--- config.mk ---
export PLATFORM = sky130hd
export DESIGN_NAME = dice_turn_ctrl
export DESIGN_NICKNAME = d
export VERILOG_FILES = /design/src/rtl/dice_turn_ctrl.sv
export SDC_FILE = /design/constraint.sdc
export NUM_CORES = 1
export LEC_CHECK = 0
export ABC_AREA = 1
export CORE_ASPECT_RATIO = 1.1
export CORE_MARGIN = 3
export CORE_UTILIZATION = 59
export DETAILED_ROUTE_END_ITERATION = 10
export GPL_TIMING_DRIVEN = 0
export HOLD_SLACK_MARGIN = 0.12
export PLACE_DENSITY = 0.87
export SKIP_LAST_GASP = 1
export SYNTH_ARGS = -nofsm -noshare
export SYNTH_HDL_FRONTEND = slang
export SYNTH_SLANG_ARGS = --single-unit
export TNS_END_PERCENT = 100
--- constraint.sdc ---
create_clock -name clk -period 5 [get_ports clk]
set_clock_uncertainty 0.2 [all_clocks]
set_input_delay 1 -clock clk [delete_from_list [all_inputs] [get_ports clk]]
set_output_delay 1 -clock clk [all_outputs]
set_load 0.05 [all_outputs]
--- src/rtl/dice_turn_ctrl.sv ---
// dice_turn_ctrl: turn sequencer for the two-player dice game.
// It decides which die rolls and when a roll stops, latches each player's
// result, scores each round and declares the match winner.
//
// Handshake note: this block has no valid/ready channels. btn1/btn2 are
// one-clk press pulses that are consumed only in the clk they arrive, and
// only when the current state owns that button. There is no pending-press
// memory. tick is a one-clk enable pulse and is never back-pressured.

module dice_turn_ctrl #(
  parameter int ROUNDS     = 5,    // rounds per match (1..15)
  parameter int ROLL_TICKS = 50,   // minimum roll time before a stop press counts
  parameter int SHOW_TICKS = 200   // ticks a latched result is shown
) (
  input  logic       clk,
  input  logic       rst,
  input  logic       tick,
  input  logic       btn1,
  input  logic       btn2,
  input  logic [3:0] dice1,
  input  logic [3:0] dice2,
  output logic       roll_en1,
  output logic       roll_en2,
  output logic [3:0] held1,
  output logic [3:0] held2,
  output logic [3:0] score1,
  output logic [3:0] score2,
  output logic [3:0] round_cnt,
  output logic       round_done,
  output logic       finish,
  output logic [1:0] winner
);

  typedef enum logic [3:0] {
    S_IDLE    = 4'd0,
    S_P1_WAIT = 4'd1,
    S_P1_ROLL = 4'd2,
    S_P1_SHOW = 4'd3,
    S_P2_WAIT = 4'd4,
    S_P2_ROLL = 4'd5,
    S_P2_SHOW = 4'd6,
    S_COMPARE = 4'd7,
    S_FINAL   = 4'd8
  } state_t;

  localparam logic [9:0] ROLL_T  = 10'(ROLL_TICKS);
  localparam logic [9:0] SHOW_T  = 10'(SHOW_TICKS);
  localparam logic [9:0] TCNT_MX = 10'd1023;
  localparam logic [3:0] RND     = 4'(ROUNDS);
  localparam logic [3:0] WIN_AT  = 4'(ROUNDS / 2 + 1);

  // State is kept as a plain named register so checkers can bind to it.
  state_t     state_q, state_d;
  logic [9:0] tcnt_q, tcnt_d;
  logic       roll_en1_q, roll_en1_d;
  logic       roll_en2_q, roll_en2_d;
  logic [3:0] held1_q, held1_d;
  logic [3:0] held2_q, held2_d;
  logic [3:0] score1_q, score1_d;
  logic [3:0] score2_q, score2_d;
  logic [3:0] round_cnt_q, round_cnt_d;
  logic       round_done_q, round_done_d;

  // Round-result helpers used by COMPARE.
  logic       p1_wins, p2_wins;
  logic [3:0] score1_nx, score2_nx, round_nx;
  logic       match_over;
  logic       tcnt_counting;
  logic       p1_stop_ok, p2_stop_ok;

  // Out-of-range die values (0, 7..15) are latched as 0 so they always lose.
  function automatic logic [3:0] die_clean(input logic [3:0] v);
    return ((v >= 4'd1) && (v <= 4'd6)) ? v : 4'd0;
  endfunction

  // Round scoring and match-end decision, all saturating at ROUNDS.
  always_comb begin
    p1_wins    = held1_q > held2_q;
    p2_wins    = held2_q > held1_q;
    score1_nx  = (p1_wins && (score1_q != RND)) ? score1_q + 4'd1 : score1_q;
    score2_nx  = (p2_wins && (score2_q != RND)) ? score2_q + 4'd1 : score2_q;
    round_nx   = (round_cnt_q != RND) ? round_cnt_q + 4'd1 : round_cnt_q;
    match_over = (round_nx == RND) || (score1_nx >= WIN_AT) || (score2_nx >= WIN_AT);
    // Stop presses look at tcnt before any tick arriving in the same clk.
    p1_stop_ok = btn1 && (tcnt_q >= ROLL_T);
    p2_stop_ok = btn2 && (tcnt_q >= ROLL_T);
  end

  // Next-state logic; only the button owned by the current state is looked at.
  always_comb begin
    state_d = state_q;
    unique case (state_q)
      S_IDLE:    if (btn1)             state_d = S_P1_ROLL;
      S_P1_WAIT: if (btn1)             state_d = S_P1_ROLL;
      S_P1_ROLL: if (p1_stop_ok)       state_d = S_P1_SHOW;
      S_P1_SHOW: if (tcnt_q == SHOW_T) state_d = S_P2_WAIT;
      S_P2_WAIT: if (btn2)             state_d = S_P2_ROLL;
      S_P2_ROLL: if (p2_stop_ok)       state_d = S_P2_SHOW;
      S_P2_SHOW: if (tcnt_q == SHOW_T) state_d = S_COMPARE;
      S_COMPARE: state_d = match_over ? S_FINAL : S_P1_WAIT;
      S_FINAL:   if (btn1)             state_d = S_IDLE;
      default:   state_d = S_IDLE;
    endcase
  end

  // Shared tick counter: cleared on every state entry, counts ticks in the
  // roll and show states, saturates at its maximum.
  always_comb begin
    tcnt_counting = (state_q == S_P1_ROLL) || (state_q == S_P2_ROLL) ||
                    (state_q == S_P1_SHOW) || (state_q == S_P2_SHOW);
    tcnt_d = tcnt_q;
    if (state_d != state_q) begin
      tcnt_d = 10'd0;
    end else if (tcnt_counting && tick && (tcnt_q != TCNT_MX)) begin
      tcnt_d = tcnt_q + 10'd1;
    end
  end

  // Datapath: result latching, scoring and the match-reset clear.
  always_comb begin
    roll_en1_d   = (state_d == S_P1_ROLL);
    roll_en2_d   = (state_d == S_P2_ROLL);
    held1_d      = held1_q;
    held2_d      = held2_q;
    score1_d     = score1_q;
    score2_d     = score2_q;
    round_cnt_d  = round_cnt_q;
    round_done_d = 1'b0;
    unique case (state_q)
      S_P1_ROLL: if (state_d == S_P1_SHOW) held1_d = die_clean(dice1);
      S_P2_ROLL: if (state_d == S_P2_SHOW) held2_d = die_clean(dice2);
      S_COMPARE: begin
        score1_d     = score1_nx;
        score2_d     = score2_nx;
        round_cnt_d  = round_nx;
        round_done_d = 1'b1;
      end
      S_FINAL: begin
        if (state_d == S_IDLE) begin
          held1_d     = 4'd0;
          held2_d     = 4'd0;
          score1_d    = 4'd0;
          score2_d    = 4'd0;
          round_cnt_d = 4'd0;
        end
      end
      default: begin
      end
    endcase
  end

  // State and datapath registers, asynchronously cleared.
  always_ff @(posedge clk or posedge rst) begin
    if (rst) begin
      state_q      <= S_IDLE;
      tcnt_q       <= 10'd0;
      roll_en1_q   <= 1'b0;
      roll_en2_q   <= 1'b0;
      held1_q      <= 4'd0;
      held2_q      <= 4'd0;
      score1_q     <= 4'd0;
      score2_q     <= 4'd0;
      round_cnt_q  <= 4'd0;
      round_done_q <= 1'b0;
    end else begin
      state_q      <= state_d;
      tcnt_q       <= tcnt_d;
      roll_en1_q   <= roll_en1_d;
      roll_en2_q   <= roll_en2_d;
      held1_q      <= held1_d;
      held2_q      <= held2_d;
      score1_q     <= score1_d;
      score2_q     <= score2_d;
      round_cnt_q  <= round_cnt_d;
      round_done_q <= round_done_d;
    end
  end

  // Match result, meaningful only while FINAL; cleared together with the scores.
  always_comb begin
    winner = 2'd0;
    if (state_q == S_FINAL) begin
      if (score1_q > score2_q)      winner = 2'd1;
      else if (score2_q > score1_q) winner = 2'd2;
      else                          winner = 2'd3;
    end
  end

  assign finish     = (state_q == S_FINAL);
  assign roll_en1   = roll_en1_q;
  assign roll_en2   = roll_en2_q;
  assign held1      = held1_q;
  assign held2      = held2_q;
  assign score1     = score1_q;
  assign score2     = score2_q;
  assign round_cnt  = round_cnt_q;
  assign round_done = round_done_q;

  // Only one roller may ever run.
  a_one_roller: assert property (@(posedge clk) disable iff (rst)
                                 !(roll_en1_q && roll_en2_q));

endmodule

==> metrics <==
Total Neg Setup Slack=0 ns; maximum vdd drop=0.217 mV; post-layout minimum cycle time=3.88 ns; dpl ws=1.49 ns; Placer Congestion=0.954; Critical Path Fanout Max=10; worst r2r src=held1[3]; max_slew headroom=49.6%; Slew @ Worst Pin=0.755 ns; crit-path max cell delay=0.82 ns; Via density=5.50; critical path class=reg -> out; RSZ-0062 raised after global routing=no; critical path arrival=2.68 ns; unique cell type count in the Yosys netlist=33; final setup fails=0; clock power share=36.9%; worst path bufs/invs=2; Post-Syn Nets=368; Psw=0.000210 W; Leak=1.58 nW; period utilization=77.6%; Initial Util=64.1%; Detailed Place HPWL=4510 µm; CTS tree=yes; Logic pwr share=18.4%; DIE HEIGHT=76.4 µm; Port Buffer Count=38; final worst setup slack=1.12 ns; post-CTS setup buffer count=0; CP endpoint kind=output port; Post-synth ARST share=100%; Worst Setup SP=state_q[1]; number of DRC violations after detailed-routing iteration 0=74; initial antenna violation count=0; # clock sinks=37; P_int=0.000527 W; count of flip-flops with a built-in enable after synthesis=0; Final Slew Violations=0; Min-Delay Path Class=reg -> reg; Post-Synthesis Cells=338; ys flop type=dfrtp_1; Min Hold Slack=0.321 ns; row count=24; first-pass GRT wire length=10,100 µm; most common cell after layout, fill and taps aside=nand2_1; post-synthesis sequential area ratio=34.9%; final hold vios=0; Max-cap violations=0; CTS buffer count=5; die area=5340 µm²; antenna-violating nets left=0; placed cells=428; Antenna Cells=0; cts hold-fix bufs=0; #FFs+latches synth=37; total number of vias=2,399; pin count of the biggest net entering global routing=38; crit-path cells=nor2_1 -> nand3_1 -> clkbuf_1 -> a21oi_1 -> clkdlybuf4s50_1; delay-heaviest family, CP=buffers and inverters; final core occ=77.7%; Post-Syn Area per Cell=7.86 µm²; area grow syn2layout=21.3%; share of cells above drive strength 1=18.5%; synthesized cell area=2660 µm²; Crit path required time=3.80 ns; Die Wd=70.0 µm; Total Routed Length=5870 µm; critical path launch point type=flop; post-cts resize count=0; Core Area=4140 µm²; slowest CP cell=clkdlybuf4s50_1; DRC=0; status=finished clean; Syn. warnings=0; Peak Freq=258 MHz; GRT overflow=0; Wirelength per Cell=13.5 µm; Clock transition at path regs=0.08 ns; sequential share of power=44.7%; htree depth=2; Sw Share=28.5%; Final Non-Filler Cells=436; Global Route Usage Sum=23.4%; DRT Pass-1 Iters=4; vias in the first global route=2,388; Skew-Pair Late Insertion Delay=0.30 ns; fin nets=413; Hold Path Origin=held2[3]; pwr/cell area=229 nW/µm²; IO Pins=39; clk root buf=clkbuf_8; CTS Buffer Depth=2; most frequent cells in the layout=60 x nand2_1, 45 x inv_1, 38 x clkdlybuf4s50_1
## cell usage after synthesis (all sizes together) (2+ instances only)
cell / n / area (µm²)
nand2: 72 / 310
nand3: 41 / 253
xor2: 11 / 96.3
nand4: 13 / 96.3
nand3b: 3 / 22.5
clkbuf: 2 / 7.51
o22ai: 2 / 12.5
ha: 17 / 213
inv: 56 / 210
nor3: 11 / 65.1
dfrtp: 37 / 926
nor2: 37 / 186
o21ai: 19 / 133
a21oi: 10 / 72.6
## logic make-up after synthesis
logic type      count (synthesis)  synth area share (%)
buf+inv                        60                  8.81
flops                          37                  34.9
xor+xnor                       12                  3.96
simple gates                  179                  35.7
compound gates                 33                  8.71
fa+ha+maj                      17                  8.01
## metrics by stage
step | total power, W | instance area (µm²)
final | 0.000737 | 3220
after global placement | 0.000463 | 3100
after detailed placement | 0.000468 | 3100
after CTS | 0.000743 | 3220
after global routing | 0.000774 | 3220
after floorplan | 0.000433 | 2660
## layer usage
| metal | share of wire, % | vias up | GRT usage [%] |
|---|---|---|---|
| met1 | 41 | 1118 | 26.0 |
| met3 | 4.7 | 23 | 5.41 |
| li1 | - | 1191 | - |
| met4 | 3.5 | 0 | 12.6 |
| met5 | 0 | - | 0 |
| met2 | 51 | 67 | 40.8 |
## area by class of cell
class                   instances  area [µm²]
clock inverters                 2        37.5
plain buffers                   3        18.8
flip-flops and latches         37         926
fillers                       322         922
well taps                      52        65.1
inverters                      57         215
multi-input cells             241        1500
repair buffers                 38         380
clock buffers                   6        82.6
## path summary, 6_finish.rpt
| check | end | slack [ns] | depth (start not counted) |
|---|---|---|---|
| worst max-delay path | winner[1] | 1.12 | 5 |
| worst min-delay path | held2[3] | 0.32 | 2 |
| worst max register to register | round_cnt[2] | 2.39 | 15 |
| worst min register to register | held2[3] | 0.32 | 2 |
| max in group asynchronous | roll_en2 | 3.17 | 2 |
| min in group asynchronous | tcnt_q[4] | 0.96 | 2 |
## tightest hold or removal path, delay by kind of cell, from the launching register on
family	cells	cell delay, ns
AND/OR/NAND/NOR	1	0.04
flip-flops	1	0.40
buffers and inverters	1	0.06
## state kept, by name (all words and copies together), names as in the netlist
register and flops:
tcnt_q 10, roll_en2 1, round_done 1, score1 4, held1 4, score2 4, roll_en1 1, round_cnt 4
state_q 4, held2 4
## power by group through the flow
stage | clock [W] | combinational, W | sequential [W]
5_1_grt | 0.000292 | 0.000150 | 0.000332
4_1_cts | 0.000279 | 0.000135 | 0.000329
2_1_floorplan | 0 | 0.0000949 | 0.000338
6_report | 0.000272 | 0.000135 | 0.000329
3_5_place_dp | 0 | 0.000134 | 0.000335
3_3_place_gp | 0 | 0.000129 | 0.000334
Power figures use the tool's default switching activity.
